==> src/rtl/midi_note_event_rx.sv <==
// midi_note_event_rx: 8N1 MIDI receiver and Note-On/Note-Off parser emitting one-cycle note events.
// Handles running status, realtime bytes, channel filtering and framing errors.
module midi_note_event_rx #(
   parameter int CLK_HZ = 100_000_000,
   parameter int BAUD   = 31250
) (
   input  logic       clk,
   input  logic       reset,
   input  logic       rx,
   input  logic       omni,
   input  logic [3:0] channel_sel,
   output logic       out_valid,
   output logic       on_off,
   output logic [7:0] note,
   output logic [3:0] volume,
   output logic [3:0] channel,
   output logic       frame_err
);
   localparam int CLKS_PER_BIT = CLK_HZ / BAUD;
   localparam int CW = $clog2(CLKS_PER_BIT);
   localparam logic [CW-1:0] FULL_M1 = CW'(CLKS_PER_BIT - 1);
   localparam logic [CW-1:0] HALF_M1 = CW'(CLKS_PER_BIT / 2 - 1);

   typedef enum logic [1:0] {IDLE, START, DATA, STOP} rx_state_t;
   typedef enum logic [1:0] {WAIT_STATUS, WAIT_NOTE, WAIT_VEL} ps_t;

   logic [1:0]    sync_q;
   logic          rxs, rxs_prev_q;
   rx_state_t     rx_state_q, rx_state_d;
   logic [CW-1:0] cnt_q, cnt_d;
   logic [2:0]    bit_q, bit_d;
   logic [7:0]    shreg_q, shreg_d;
   logic          byte_stb, stop_err;
   ps_t           ps_q, ps_d;
   logic [7:0]    status_q, status_d;
   logic          rs_valid_q, rs_valid_d;
   logic [6:0]    note_lat_q, note_lat_d;
   logic          out_valid_q, out_valid_d, on_off_q, on_off_d, frame_err_q, frame_err_d;
   logic [6:0]    note_q, note_d;
   logic [3:0]    volume_q, volume_d, channel_q, channel_d;

   assign rxs = sync_q[1];

   always_ff @(posedge clk or posedge reset) begin
      if (reset) begin
         sync_q      <= 2'b11;
         rxs_prev_q  <= 1'b1;
         rx_state_q  <= IDLE;
         cnt_q       <= '0;
         bit_q       <= '0;
         shreg_q     <= '0;
         ps_q        <= WAIT_STATUS;
         status_q    <= '0;
         rs_valid_q  <= 1'b0;
         note_lat_q  <= '0;
         out_valid_q <= 1'b0;
         on_off_q    <= 1'b0;
         note_q      <= '0;
         volume_q    <= '0;
         channel_q   <= '0;
         frame_err_q <= 1'b0;
      end else begin
         sync_q      <= {sync_q[0], rx};
         rxs_prev_q  <= rxs;
         rx_state_q  <= rx_state_d;
         cnt_q       <= cnt_d;
         bit_q       <= bit_d;
         shreg_q     <= shreg_d;
         ps_q        <= ps_d;
         status_q    <= status_d;
         rs_valid_q  <= rs_valid_d;
         note_lat_q  <= note_lat_d;
         out_valid_q <= out_valid_d;
         on_off_q    <= on_off_d;
         note_q      <= note_d;
         volume_q    <= volume_d;
         channel_q   <= channel_d;
         frame_err_q <= frame_err_d;
      end
   end

   always_comb begin
      rx_state_d = rx_state_q;
      cnt_d      = cnt_q + CW'(1);
      bit_d      = bit_q;
      shreg_d    = shreg_q;
      byte_stb   = 1'b0;
      stop_err   = 1'b0;
      case (rx_state_q)
         IDLE: begin
            cnt_d = '0;
            if (rxs_prev_q && !rxs) rx_state_d = START;
         end
         START: if (cnt_q == HALF_M1) begin
            cnt_d      = '0;
            bit_d      = '0;
            rx_state_d = rxs ? IDLE : DATA;
         end
         DATA: if (cnt_q == FULL_M1) begin
            cnt_d   = '0;
            shreg_d = {rxs, shreg_q[7:1]};
            bit_d   = bit_q + 3'd1;
            if (bit_q == 3'd7) rx_state_d = STOP;
         end
         default: if (cnt_q == FULL_M1) begin
            cnt_d      = '0;
            rx_state_d = IDLE;
            byte_stb   = rxs;
            stop_err   = !rxs;
         end
      endcase
   end

   always_comb begin
      ps_d        = ps_q;
      status_d    = status_q;
      rs_valid_d  = rs_valid_q;
      note_lat_d  = note_lat_q;
      out_valid_d = 1'b0;
      frame_err_d = stop_err;
      on_off_d    = on_off_q;
      note_d      = note_q;
      volume_d    = volume_q;
      channel_d   = channel_q;
      if (stop_err) begin
         ps_d       = WAIT_STATUS;
         rs_valid_d = 1'b0;
      end else if (byte_stb && shreg_q[7]) begin
         // Realtime bytes (0xF8-0xFF) leave the parser untouched
         if (!(&shreg_q[7:3])) begin
            rs_valid_d = shreg_q[7:5] == 3'b100;
            ps_d       = rs_valid_d ? WAIT_NOTE : WAIT_STATUS;
            if (rs_valid_d) status_d = shreg_q;
         end
      end else if (byte_stb) begin
         if (ps_q == WAIT_VEL) begin
            ps_d = WAIT_NOTE;
            if (omni || status_q[3:0] == channel_sel) begin
               out_valid_d = 1'b1;
               on_off_d    = status_q[4] && |shreg_q[6:0];
               note_d      = note_lat_q;
               volume_d    = shreg_q[6:3];
               channel_d   = status_q[3:0];
            end
         end else if (ps_q == WAIT_NOTE || rs_valid_q) begin
            note_lat_d = shreg_q[6:0];
            ps_d       = WAIT_VEL;
         end
      end
   end

   assign out_valid = out_valid_q;
   assign on_off    = on_off_q;
   assign note      = {1'b0, note_q};
   assign volume    = volume_q;
   assign channel   = channel_q;
   assign frame_err = frame_err_q;
endmodule

==> config.mk <==
export PLATFORM = sky130hd
export DESIGN_NAME = midi_note_event_rx
export DESIGN_NICKNAME = d
export VERILOG_FILES = /design/src/rtl/midi_note_event_rx.sv
export SDC_FILE = /design/constraint.sdc
export NUM_CORES = 1
export LEC_CHECK = 0
export BUFFER_PORTS_ARGS = -buffer_cell sky130_fd_sc_hd__buf_4
export CORE_MARGIN = 10
export CORE_UTILIZATION = 60
export CTS_CLUSTER_SIZE = 28
export DETAILED_ROUTE_END_ITERATION = 6
export GPL_TIMING_DRIVEN = 0
export PLACE_DENSITY = 0.81
export SYNTH_ARGS = -nofsm -noshare
export SYNTH_HDL_FRONTEND = slang
export SYNTH_SLANG_ARGS = --single-unit
==> constraint.sdc <==
create_clock -name clk -period 5.3 [get_ports clk]
set_input_delay 0.265 -clock clk [delete_from_list [all_inputs] [get_ports clk]]
set_output_delay 0.265 -clock clk [all_outputs]
set_load 0.1 [all_outputs]
# Yosys cells after proc, flatten, opt, wreduce, memory -nomap -nowiden
# Index checks and enable logic that the tools add are counted.
[totals]
reg_bits = 61
word_cells = 92
[classes]
n_eq_ne = 15
n_addsub = 2
bitwise = 4
n_mux = 32
reduce_logical = 23
[op_table]
columns = ["op", "count"]
rows = [
  ["12-bit 2-to-1 mux", 2],
  ["2-bit 2-to-1 mux", 12],
  ["12-bit case mux with 2 select lines", 1],
  ["5-bit AND reduction", 4],
  ["1-bit 2-to-1 mux", 13],
  ["12-bit by 1-bit adder with 12-bit output, second input constant", 1],
  ["12-bit by 11-bit equality test with 1-bit output, second input constant", 1],
  ["12-bit equality test, second input constant", 1],
  ["2-bit inequality test, second input constant", 5],
  ["7-bit OR reduction", 1],
  ["3-bit equality test, second input constant", 2],
  ["3-bit 2-to-1 mux", 2],
  ["2-bit case mux with 3 select lines", 1],
  ["3-bit case mux with 2 select lines", 1],
  ["3-bit AND reduction", 2],
  ["3-bit nonzero test", 2],
  ["2-bit by 1-bit equality test with 1-bit output, second input constant", 2],
  ["2-bit equality test, second input constant", 2],
  ["4-bit equality test", 1],
  ["1-bit inverter", 4],
  ["2-bit AND reduction", 2],
  ["4-bit AND reduction", 1],
  ["2-bit nonzero test", 2],
  ["4-bit nonzero test", 1],
  ["7 further kinds", 10],
]

# Longest topological paths before layout
# Gate-level depths: netlist of the first run.
[depth]
word_depth = 7
ltp_mapped = 7
ltp_nobuf = 5

# Worst setup path after synthesis of the first run
# OpenSTA, ideal clock, no wires.
[synth_timing]
path_kind = "flip-flop to flip-flop"
startpoint = "register sync_q[1]"
endpoint = "register channel_q[3] (netlist: channel[3])"
slack_ns = 3.215
arrival_time_ns = 1.957
stages_incl_launch_ff = 6
period_less_slack_ns = 2.085
path_buffers = 1
path_cell_list = "dfstp_2 > nand2_1 > or3_1 > nor4_4 > buf_6 > mux2_1"
[synth_between]
elab_chain_cells = 5
[synth_lines]
columns = ["item", "line", "source"]
rows = [
  ["start, declared", "27", "logic [1:0] sync_q;"],
  ["start signal, assigned", "63", "sync_q <= {sync_q[0], rx};"],
  ["1-bit 2-to-1 mux or 1-bit logical NOT (tied branches)", "105, 109", ""],
  ["1-bit 2-to-1 mux (on tied branches)", "89, 105", ""],
  ["1-bit logical AND or 1-bit 2-to-1 mux (tied branches)", "128, 89", ""],
  ["1-bit inverter (no source line)", "n/a", ""],
  ["5-bit AND reduction (no source line) (*)", "n/a", ""],
  ["end signal, assigned", "77", "channel_q <= channel_d;"],
  ["end, declared", "40", "logic [3:0] volume_q, volume_d, channel_q, channel_d;"],
]
# Every way passes the cells marked *; elsewhere a longest branch is shown, timed or not.
# A chain may end at the register's enable or synchronous reset.

# Worst setup path in the final report of the first run
[layout_timing]
startpoint = "register cnt_q[0]"
endpoint = "register note_q[2]"
[layout_between]
elab_chain_cells = 6
[layout_lines]
columns = ["item", "line", "source"]
rows = [
  ["start, declared", "30", "logic [CW-1:0] cnt_q, cnt_d;"],
  ["start signal, assigned", "66", "cnt_q <= cnt_d;"],
  ["12-bit equality test (*)", "105", "default: if (cnt_q == FULL_M1) begin"],
  ["1-bit 2-to-1 mux", "105", ""],
  ["1-bit 2-to-1 mux", "89", "case (rx_state_q)"],
  ["1-bit logical AND", "128", "end else if (byte_stb && shreg_q[7]) begin"],
  ["1-bit inverter (no source line)", "n/a", ""],
  ["5-bit AND reduction (no source line) (*)", "n/a", ""],
  ["end signal, assigned", "75", "note_q <= note_d;"],
  ["end, declared", "39", "logic [6:0] note_q, note_d;"],
]
# Marked as above.

==> impl_metrics.toml, run 1 <==
[global_routing]
grt_use_total_pct = 16.1
grt-ovfl-total = 0
grt_pass1_vias = 2021
antenna_found_initial = 0
grt_max_degree = 42
grt_first_pass_wirelength_um = 9680

[layout]
synthToLayoutAreaGrowth_pct = 19.7
seqCellArea_um2 = 1530
multiInputGateArea_um2 = 1130
fin_area_um2 = 3290
fin_cells = 323
fin_nets = 277
utilization_pct = 74.9
layout-drive-gt1-share_pct = 29.2
diodes = 0
fillers = 267

[synthesis]
synthTopCellsByArea = "dfrtp_1, mux2_2, mux2_1"
syn_nets = 239
synth_top_area_share_pct = 52.9
ys_warn_count = 0
yosys.cell_count.top_type = "dfrtp_1"
yosysSeqAreaShare_pct = 55.8
ys_ff_latch = 61
synth.avg_cell_area_um2 = 12.0
ys.flop_type = "dfrtp_1"
synthArstFlopShare_pct = 100
yosysTopAreaCell = "dfrtp_1"
yosys.cell_types.count = 42
ys_top_cells_by_count = "dfrtp_1, mux2_2, nor2_1"
syn_inst = 228
synth_edf_count = 0
syn_area_um2 = 2740

[timing]
period_needed_ns = 2.42
slew_headroom_pct = 60.6
slew_violations = 0
fmax_mhz = 412
finClkSkew_ns = 0.00768
hold_violations = 0
setup_violations = 0
post-route-period-util_pct = 45.8
worst_pin_slew_ns = 0.587
grt_setup_unrepaired = "no"
finalSetupTns_ns = 0

[worst_hold_path]
min_from = "rx"
worstHoldPathType = "in2reg"
whs_path_depth = 1
whs_endpoint = "sync_q[0]"

[job]
maxCapViolCount = 0

[floorplan]
die_h_um = 87.6
start_util_pct = 62.6
core-area_um2 = 4380
pin_count = 27
dieArea_um2 = 7680
fp.dieW_um = 87.6
row_count = 24

[route]
drc_errors = 0
initialDrtViolationCount = 88
drt_wl_total_um = 5450
via_per_inst = 5.81
vias = 1877
firstDrtPassIters = 4
routedWlPerCell_um = 16.9
ant_nets = 0

[clock_network]
root_buffer = "clkbuf_8"
cts.sinks = 61
cts.reportedPaths.clkPinSlew_ns = 0.07
htreeDepth = 3
cts_tree = "yes"
clockBufferDepth = 2
insertion_delay_ns = 0.34
cts_buffers = 9

[setup_path]
criticalPathCategory = "reg2reg"
cp.required_ns = 5.52
worst_setup_path_end_kind = "flop"
worst_path_largest_cell_delay_ns = 0.50
r2r_end = "note_q[2]"
critical_path_buf_inv_count = 2
reg2reg_from = "cnt_q[0]"
start_kind = "flop"
crit_arrival_ns = 2.64
ff2ff_path_depth = 7
cp_max_fo = 10
cp_cell_sequence = "ha_1, and4_1, buf_2, nand4_4, nor4_4, buf_6, mux2_1"
cp_slowest_cell = "nor4_4"
critical-path-top-delay-family = "simple AND/OR/NAND/NOR gates"
r2r_setup_slack_ns = 2.88

[placement]
numPlacedInstances = 306
place.gp.congestion = 0.813
dpl_cell_area_um2 = 3020
dp.final_hpwl_um = 3640
io_buffer_count = 25

[outcome]
status = "complete, no violations"

[pwr]
ir_drop_v = 0.000215
p_leak_nw = 1.56
powerDensity_nw_per_um2 = 337
-- report_power, final --
part	total (W)	switching, W	internal, W
registers	0.000506	0.0000196	0.000487
logic	0.0000724	0.0000428	0.0000296
clock network	0.000529	0.000177	0.000351
total	0.00111	0.000240	0.000868
-- worst max path at each step --
| stage | startpoint | end | slack [ns] | cells past startpoint |
|---|---|---|---|---|
| floorplan | sync_q[1] | channel[3] | 3.21 | 5 |
| global placement | reset | channel[1] | 2.84 | 2 |
| detailed placement | cnt_q[0] | note_q[2] | 2.89 | 7 |
| CTS | cnt_q[0] | channel[3] | 2.86 | 7 |
| global route | cnt_q[0] | channel[3] | 2.67 | 7 |
| finish | cnt_q[0] | note_q[2] | 2.88 | 7 |
-- through the flow --
stage / total power, W / setup WS [ns] / hold slack [ns]
3_3_place_gp: 0.000582 / 2.84 / 0.346
3_5_place_dp: 0.000587 / 2.89 / 0.306
4_1_cts: 0.00111 / 2.86 / 0.0280
6_report: 0.00111 / 2.88 / 0.0410
5_1_grt: 0.00115 / 2.67 / 0.0260
2_1_floorplan: 0.000565 / 3.21 / 0.269
-- worst register-to-register path, delay by kind of cell (launching register included) --
family / cells / cell delay, ns
and+or+nand+nor: 3 / 0.93
buffers and inverters: 2 / 0.44
DFF: 1 / 0.38
muxes: 1 / 0.34
adders and majority gates: 1 / 0.21
-- timing repair --
item	CTS	global route
hold buffers	1	0
hold endpoints to repair	20	0
buffers inserted	0	0
resized for setup	0	0
-- final cells by class --
cell class / instances / area share [%]
Tap cell: 52 / 1.98
Clock buffer: 13 / 5.14
Timing Repair Buffer: 27 / 6.63
Clock inverter: 3 / 2.74
Multi-Input combinational cell: 149 / 34.5
Buffer: 9 / 1.45
Inverter: 9 / 1.03
Sequential cell: 61 / 46.6
-- placed cells by master (no fill, tap or decap), drive strengths merged, types with 9 or more instances in the layout --
cell / netlist / layout
dfrtp: 58 / 58
mux2: 35 / 35
buf: 4 / 30
clkbuf: 5 / 18
nor2: 17 / 17
nand2: 15 / 15
nand3: 12 / 12
xnor2: 10 / 10
inv: 9 / 9
nor3: 9 / 9
-- registers in the layout, indices dropped and copies added (netlist names), 3 cells and up --
register,flops
channel,4
status_q,5
note_lat_q,7
shreg_q,8
cnt_q,12
note_q,7
bit_q,3
volume,4
-- kinds of logic (layout without fill, tap and decap cells) --
group           after synthesis  count (layout)  synth area share [%]
compound gates               22              22                  5.61
flops                        61              61                  55.8
buf+inv                      18              61                  2.96
other cells                   1               1                 0.137
xor+xnor                     14              14                  4.47
fa+ha+maj                     3               3                  1.37
simple gates                 74              74                  15.3
mux                          35              35                  14.4
-- per-layer routing --
layer,up-vias,GRT usage [%],wire length [um]
li1,891,-,-
met1,922,19.2,2410
met2,50,25.5,2660
met3,14,6.04,260
met4,0,7.10,123
met5,-,0,0
No activity file was read; power rests on OpenSTA's default activity.
==> run 2: changes to the inputs <==
Settings changed: CORE_UTILIZATION 60 to 58, PLACE_DENSITY 0.81 to 0.78.
Clock period 5.3 ns to 2.41 ns, I/O delays scaled along.
==> run 2 against run 1 <==
Non-clock buffer count increased by 3. Die area increased by 2.7%. Combinational power increased by 130%. Final cell count increased by 0.93%. Clock-buffer cell count decreased by 2. Sequential cell count unchanged. Critical path depth decreased by 1. Largest power group is now registers.
==> impl_metrics.toml, run 2 (synthesized netlist as in run 1, its figures left out) <==
[outcome]
status = "complete, no violations"

[setup_path]
cp_slowest_cell = "nor3_2"
worst_setup_path_end_kind = "flop"
cp_cell_sequence = "ha_1, and4_1, buf_2, nand4_4, nor3_2, mux2_2"
crit_arrival_ns = 2.44
start_kind = "flop"
r2r_setup_slack_ns = 0.20
r2r_end = "status_q[0]"
cp.required_ns = 2.64
cp_max_fo = 9
criticalPathCategory = "reg2reg"
worst_path_largest_cell_delay_ns = 0.47
critical-path-top-delay-family = "simple AND/OR/NAND/NOR gates"
ff2ff_path_depth = 6
critical_path_buf_inv_count = 1
reg2reg_from = "cnt_q[0]"

[global_routing]
grt_first_pass_wirelength_um = 9140
antenna_found_initial = 0
grt_pass1_vias = 1874
grt-ovfl-total = 0
grt_max_degree = 45
grt_use_total_pct = 14.9

[clock_network]
insertion_delay_ns = 0.34
cts.reportedPaths.clkPinSlew_ns = 0.07
cts.sinks = 61
clockBufferDepth = 2
root_buffer = "clkbuf_8"
htreeDepth = 3
cts_buffers = 9
cts_tree = "yes"

[floorplan]
core-area_um2 = 4470
die_h_um = 88.8
start_util_pct = 61.3
pin_count = 27
dieArea_um2 = 7880
row_count = 24
fp.dieW_um = 88.8

[pwr]
ir_drop_v = 0.000488
p_int_w = 0.00167
p_leak_nw = 1.55
fin_total_pwr_w = 0.00223
p_sw_w = 0.000554
powerDensity_nw_per_um2 = 681
power_frac_seq_pct = 50.1
combPwrFrac_pct = 7.4
swShare_pct = 24.9
power.share.clock_pct = 42.5

[route]
ant_nets = 0
routedWlPerCell_um = 16.1
initialDrtViolationCount = 256
firstDrtPassIters = 4
via_per_inst = 5.74
drt_wl_total_um = 5250
drc_errors = 0
vias = 1872

[timing]
finClkSkew_ns = 0.00865
fmax_mhz = 452
post-route-period-util_pct = 91.7
setup_violations = 0
hold_violations = 0
slew_violations = 0
period_needed_ns = 2.21
grt_setup_unrepaired = "no"

[placement]
dp.final_hpwl_um = 3600
numPlacedInstances = 306
place.gp.congestion = 0.787
io_buffer_count = 25

[layout]
fin_cells = 326
synthToLayoutAreaGrowth_pct = 19.1
final_cell_mix = "dfrtp_1, buf_4, mux2_2"
top_regs = "cnt_q: 12 flops, shreg_q: 8 flops"
layout-drive-gt1-share_pct = 29.9
diodes = 0
mostFrequentLayoutCell = "dfrtp_1"
largest_reg_flops = 12
largest-register = "cnt_q"
fillers = 308
fin_nets = 280

[worst_hold_path]
whs_endpoint = "out_valid"
min_from = "omni"
whs_path_depth = 3
worstHoldPathType = "in2reg"

[job]
maxCapViolCount = 0
run 2: cell types whose count changed in the layout (fill, tap and decap cells not counted):
cell           delta
dlygate4sd3_1     +1
nor2_4            +1
clkinvlp_4        +2
clkbuf_1          -1
clkinv_4          +1
clkinv_2          +1
clkbuf_8          -1
bufinv_16         -2
buf_4             +2
nor2_2            -1
run 2: cell type report:
| cell class | count | area [um2] | area share (%) |
|---|---|---|---|
| clock buffers | 11 | 151 | 4.63 |
| plain buffers | 9 | 47.5 | 1.46 |
| clock inverters | 5 | 58.8 | 1.80 |
| repair buffers | 30 | 243 | 7.43 |
| inverters | 9 | 33.8 | 1.03 |
| flip-flops and latches | 61 | 1530 | 46.8 |
| well taps | 52 | 65.1 | 1.99 |
| multi-input cells | 149 | 1140 | 34.8 |
run 2: power groups by stage:
stage / clock network (W) / registers, W / logic (W)
finish: 0.000946 / 0.00111 / 0.000165
detailed placement: 0 / 0.00113 / 0.000163
global placement: 0 / 0.00113 / 0.000153
global route: 0.00101 / 0.00112 / 0.000187
floorplan: 0 / 0.00112 / 0.000121
CTS: 0.000961 / 0.00111 / 0.000168
run 2: worst max path at each step:
stage | to | from | cells after the start | slack, ns
4_1_cts | note_q[1] | cnt_q[0] | 7 | 0.09
5_1_grt | note_q[3] | cnt_q[0] | 7 | 0.03
3_3_place_gp | note_q[2] | cnt_q[0] | 7 | 0.02
2_1_floorplan | channel[3] | sync_q[1] | 5 | 0.32
6_report | status_q[0] | cnt_q[0] | 6 | 0.20
3_5_place_dp | note_q[1] | cnt_q[0] | 7 | -0.009
run 2: stage by stage:
stage	TNS, ns	util (%)	setup WS [ns]	hold WS (ns)	instance area [um2]
floorplan	0	-	0.325	0.125	2740
global placement	0	67.0	0.0198	0.230	3000
detailed placement	-0.0153	67.4	-0.00880	0.132	3020
CTS	0	72.9	0.0885	0.176	3260
global route	0	73.0	0.0271	0.184	3270
finish	0	73.0	0.199	0.167	3270
run 2: timing repair:
action	CTS	global route
endpoints found under the hold margin	17	0
hold buffers	2	0
pin swaps	1	1
setup buffers	2	0
setup endpoints to repair	10	17
cloned	0	0
resized for setup	0	1
run 2: tightest hold or removal path, cell delays in order:
cell,delay [ns]
buf_4,0.08
a41oi_1,0.07
nor3_1,0.19
run 2: layer usage:
layer	GRT usage [%]	share of wire, %	wire (um)	up-vias
li1	-	-	-	898
met1	19.8	47	2460	921
met2	21.9	47	2470	45
met3	4.41	4.3	228	8
met4	6.61	1.8	93	0
met5	0	0	0	-
